## config.mk

```make
export PLATFORM = sky130hd
export DESIGN_NAME = instr_mem_ctrl
export DESIGN_NICKNAME = d
export VERILOG_FILES = /design/src/rtl/instr_mem_ctrl.sv
export SDC_FILE = /design/constraint.sdc
export NUM_CORES = 1
export LEC_CHECK = 0
export BUFFER_PORTS_ARGS = -buffer_cell sky130_fd_sc_hd__buf_2
export CORE_MARGIN = 4
export CORE_UTILIZATION = 50
export CTS_BUF_LIST = sky130_fd_sc_hd__clkbuf_2 sky130_fd_sc_hd__clkbuf_4 sky130_fd_sc_hd__clkbuf_8
export DETAILED_ROUTE_END_ITERATION = 16
export GPL_TIMING_DRIVEN = 0
export PLACE_DENSITY = 0.67
export SETUP_SLACK_MARGIN = 0.05
export SYNTH_ARGS = -nofsm -noshare
export SYNTH_HDL_FRONTEND = slang
export SYNTH_SLANG_ARGS = --single-unit
export TNS_END_PERCENT = 5
```

## constraint.sdc

```tcl
create_clock -name clka -period 9.6 [get_ports clka]
set_input_delay 0.48 -clock clka [delete_from_list [all_inputs] [get_ports clka]]
set_output_delay 0.48 -clock clka [all_outputs]
set_load 0.01 [all_outputs]
```

## src/rtl/instr_mem_ctrl.sv

```systemverilog
// instr_mem_ctrl: KGPRisc instruction memory with post-reset init sequencer,
// program-load write port and a valid/ready read pipeline of READ_LAT stages.
`default_nettype none

module instr_mem_ctrl #(
  parameter int DATA_W    = 32,
  parameter int ADDR_W    = 32,
  parameter int DEPTH     = 32,
  parameter int BYTE_ADDR = 0,
  parameter int READ_LAT  = 1,
  parameter int INIT_MODE = 1
) (
  input  logic              clka,
  input  logic              rsta_n,
  output logic              init_done,
  input  logic              wea,
  input  logic [ADDR_W-1:0] wa_addr,
  input  logic [DATA_W-1:0] dina,
  input  logic              ra_valid,
  output logic              ra_ready,
  input  logic [ADDR_W-1:0] ra_addr,
  output logic              rd_valid,
  input  logic              rd_ready,
  output logic [DATA_W-1:0] douta,
  output logic              rd_err
);

  localparam int                IDX_W   = (DEPTH > 1) ? $clog2(DEPTH) : 1;
  localparam logic [ADDR_W-1:0] DEPTH_A = ADDR_W'(DEPTH);

  typedef enum logic {
    ST_INIT = 1'b0,
    ST_RUN  = 1'b1
  } state_e;

  state_e            state_q, state_d;
  logic [IDX_W-1:0]  cnt_q, cnt_d;
  logic [DATA_W-1:0] mem [DEPTH];

  logic [READ_LAT-1:0] vld_q;
  logic [READ_LAT-1:0] err_q;
  logic [DATA_W-1:0]   dat_q [READ_LAT];

  logic [ADDR_W-1:0] ra_idx, wa_idx;
  logic              ra_bad, wa_bad;
  logic              adv, accept;
  logic [DATA_W-1:0] rd_word;

  function automatic logic [ADDR_W-1:0] word_index(input logic [ADDR_W-1:0] addr);
    return (BYTE_ADDR != 0) ? (addr >> 2) : addr;
  endfunction

  function automatic logic addr_bad(input logic [ADDR_W-1:0] addr);
    return (word_index(addr) >= DEPTH_A) || ((BYTE_ADDR != 0) && (addr[1:0] != 2'b00));
  endfunction

  function automatic logic [DATA_W-1:0] init_pattern(input logic [IDX_W-1:0] idx);
    return (INIT_MODE == 1) ? DATA_W'(idx) : '0;
  endfunction

  assign ra_idx = word_index(ra_addr);
  assign wa_idx = word_index(wa_addr);
  assign ra_bad = addr_bad(ra_addr);
  assign wa_bad = addr_bad(wa_addr);

  assign init_done = (state_q == ST_RUN);
  assign rd_valid  = vld_q[READ_LAT-1];
  assign rd_err    = err_q[READ_LAT-1];
  assign douta     = dat_q[READ_LAT-1];

  // The whole pipeline moves only when the output slot is empty or being drained.
  assign adv      = !rd_valid || rd_ready;
  assign ra_ready = (state_q == ST_RUN) && adv;
  assign accept   = ra_valid && ra_ready;

  // Combinational read sampled at accept gives read-first behaviour on a same-edge write.
  assign rd_word = ra_bad ? '0 : mem[ra_idx[IDX_W-1:0]];

  always_ff @(posedge clka or negedge rsta_n) begin
    if (!rsta_n) begin
      state_q <= ST_INIT;
      cnt_q   <= '0;
    end else begin
      state_q <= state_d;
      cnt_q   <= cnt_d;
    end
  end

  always_comb begin
    state_d = state_q;
    cnt_d   = cnt_q;
    if (state_q == ST_INIT) begin
      cnt_d = cnt_q + IDX_W'(1);
      if (cnt_q == IDX_W'(DEPTH - 1)) begin
        state_d = ST_RUN;
      end
    end
  end

  // Storage has no reset; INIT rewrites every word after each reset.
  always_ff @(posedge clka) begin
    if (state_q == ST_INIT) begin
      mem[cnt_q] <= init_pattern(cnt_q);
    end else if (wea && !wa_bad) begin
      mem[wa_idx[IDX_W-1:0]] <= dina;
    end
  end

  always_ff @(posedge clka or negedge rsta_n) begin
    if (!rsta_n) begin
      vld_q <= '0;
      err_q <= '0;
      for (int k = 0; k < READ_LAT; k++) begin
        dat_q[k] <= '0;
      end
    end else if (adv) begin
      vld_q[0] <= accept;
      err_q[0] <= accept && ra_bad;
      dat_q[0] <= accept ? rd_word : '0;
      for (int k = 1; k < READ_LAT; k++) begin
        vld_q[k] <= vld_q[k-1];
        err_q[k] <= err_q[k-1];
        dat_q[k] <= dat_q[k-1];
      end
    end
  end

endmodule

`default_nettype wire
```

==> flow_summary.toml <==
[timing]
clock_skew_ns = 0.0277
final.min_clock_period_ns = 3.81
timing.slew.headroom = 0.159
setup_slack_ns = 5.79
setup_viol = 0
hold_violations = 0
tightest_slew_ns = 1.26
period_share = 0.396
rsz0062_at_grt = "no"
drv_slew = 0
fmax_mhz = 263

[clock_network]
ctsResizeCount = 0
postCtsSetupRepairBufs = 0
cts_buffers = 164
clockBufferDepth = 3
clk_pin_slew_ns = 0.06
cts_tree = "done"
clock-sinks = 1064
cts_hold_buffers = 2
htreeDepth = 4
clock_latency_ns = 0.81
cts_root_buf = "clkbuf_8"

[yosys]
ys_seq_elements = 1064
yosys_warnings = 0
synth-async-reset-ratio = 0.0376
synth_top_flop_cell = "edfxtp_1"
synth-seq-area-share = 0.764
synth_edf_count = 1024
synth.distinct_cells = 47
netlist_area_sq_um = 41500
synth.avg_cell_area_sq_um = 20.6
syn_nets = 2124
netlist_instances = 2021

[global_routing]
antenna_found_initial = 4
grt_pass1_vias = 23300
grt_overflow_total = 0
grt_use_met3 = 0.0689
grt_busiest_layer = "met2"
use_met1 = 0.374
grt_max_degree = 41
use_met2 = 0.440
grt_util_all_layers = 0.275
grt_pass1_wl_um = 167000

[place]
dp_cells = 3389
place_ws_ns = 5.28
place_congestion = 0.826
place_hpwl_um = 82200
io_buffer_count = 135

[finish]
fin_util = 0.593
fin_nets = 2590
syn_to_final_growth_pct = 17.5
instances_no_fill = 3699
drive_gt1_frac = 0.363

[setup_path]
endpoint_kind = "output port"
critPathRequiredTime_ns = 9.12
start_kind = "flip-flop"
path_max_fanout = 10
criticalPathCategory = "flip-flop to output port"
cp.arrival_ns = 3.33

[die]
rows = 105
core_sq_um = 82200
die_area_sq_um = 87800
die_h_um = 296
io_pins = 137
start_util = 0.505
die_x_um = 296

[power]
ir_drop_v = 0.000106
p_leak_nw = 19.0
finalPower_w = 0.00916
p_per_area_nw_per_um2 = 188

[route]
via_per_inst = 6.33
drc = 0
vias = 23400
wire_per_inst_um = 32.3
drt_iter0_drc = 3071
postRouteAntennaNets = 0
drt-total-wl_um = 119000
drt_pass1_iterations = 5

[job]
max_cap_viol_count = 0

[min_path]
min_path_type = "primary input to flip-flop"

[run_status]
status = "complete, no violations"
[critical path: stages, from the launching register on]
cell and delay [ns]:
dfrtp_1 0.33, nor2b_1 0.12, clkbuf_1 0.26, clkbuf_1 0.75, clkbuf_1 0.77, nor2b_1 0.09
buf_2 0.18
[final timing paths]
kind | startpoint | end | slack, ns | cells after the start
setup reg to reg | init_done | mem[7][15] | 5.82 | 9
hold reg to reg | rd_err | rd_err | 0.48 | 2
max in group asynchronous | rsta_n | rd_err | 8.66 | 2
min in group asynchronous | rsta_n | douta[9] | 0.35 | 2
setup / recovery | rd_valid | ra_ready | 5.79 | 6
hold / removal | ra_addr[9] | rd_err | 0.19 | 4
[flip-flops by register name (all words and copies together) (netlist names)]
register / cells
cnt_q: 5
mem: 1024
init_done: 1
douta: 32
rd_valid: 1
rd_err: 1
[where the power goes]
| part | switching (W) | internal [W] | total (W) | leakage [nW] |
|---|---|---|---|---|
| Sequential | 0.000000282 | 0.00501 | 0.00501 | 12.0 |
| Combinational | 0.000196 | 0.000107 | 0.000303 | 5.16 |
| Clock | 0.00175 | 0.00209 | 0.00384 | 1.80 |
| Total | 0.00194 | 0.00721 | 0.00916 | 19.0 |
[logic make-up (layout without fill, tap and decap cells)]
group                    after synthesis  count (layout)  share of synthesized area
XOR/XNOR                               3               3                   0.000633
other                                  0               3                          0
buffers and inverters                123             728                     0.0162
AO/OA/AOI/OAI                        213             213                     0.0358
adder cells (fa/ha/maj)                2               2                   0.000602
AND/OR/NAND/NOR                      254             254                     0.0360
multiplexers                         362             362                      0.147
flip-flops                          1064            1064                      0.764
[layout by cell type (no fill, tap or decap), drive strengths merged, types with 6 or more instances in the layout]
cell type and instances:
nor3 73, clkinv 33, dfrtp 40, a21o 32
o22ai 94, nor2 24, nor4 21, clkinvlp 6
a21oi 20, mux2 42, mux4 193, mux2i 127
nor2b 10, a2bb2oi 13, nand2 38, a221oi 13
and2 28, nand3 34, clkbuf 314, buf 367
o21ai 14, a221o 18, edfxtp 1024
[synth_stat cells (4+ instances only)]
master / n / area share
mux2i_1: 127 / 0.031
a221o_1: 18 / 0.0043
edfxtp_1: 1024 / 0.74
nor2_1: 23 / 0.0021
a221oi_1: 13 / 0.0027
dfrtp_1: 40 / 0.024
or4_1: 4 / 0.00072
buf_4: 18 / 0.0033
buf_1: 6 / 0.00054
a21oi_1: 20 / 0.0024
buf_2: 34 / 0.0041
o22ai_1: 94 / 0.014
nand3_1: 34 / 0.0041
and2_1: 28 / 0.0042
clkbuf_1: 53 / 0.0048
mux2_2: 42 / 0.011
o21ai_0: 12 / 0.0014
nor4_1: 17 / 0.0026
buf_6: 9 / 0.0024
a2bb2oi_1: 11 / 0.0023
a21o_1: 32 / 0.0058
nand2_1: 38 / 0.0034
nand2b_1: 5 / 0.00075
nor3_2: 29 / 0.0070
a31oi_1: 4 / 0.00060
nor2b_1: 10 / 0.0015
nor4_2: 4 / 0.0012
nor3_1: 44 / 0.0053
mux4_2: 193 / 0.10
[final cells by class]
class / instances / area, sq um
diodes: 3 / 7.51
clock buffers: 260 / 3120
flip-flops and latches: 1064 / 31800
well taps: 1070 / 1340
fillers: 5953 / 33400
plain buffers: 123 / 673
clock inverters: 45 / 260
repair buffers: 300 / 2350
multi-input cells: 834 / 9300
[per-layer routing]
| metal | part of all wire | routed length, um | up-vias |
|---|---|---|---|
| met3 | 0.11 | 12900 | 233 |
| met5 | 0.00015 | 18 | - |
| met1 | 0.38 | 44900 | 12300 |
| met4 | 0.033 | 3930 | 2 |
| met2 | 0.48 | 57600 | 1500 |
| li1 | - | - | 9436 |
[metrics by stage]
step	hold WS [ns]	TNS, ns	area [sq um]
2_1_floorplan	0.184	0	41500
3_3_place_gp	0.467	-366.27	43600
3_5_place_dp	0.469	0	45400
4_1_cts	0.125	0	48800
5_1_grt	0.181	0	48800
6_report	0.189	0	48800
(Power assumes the default switching activity.)
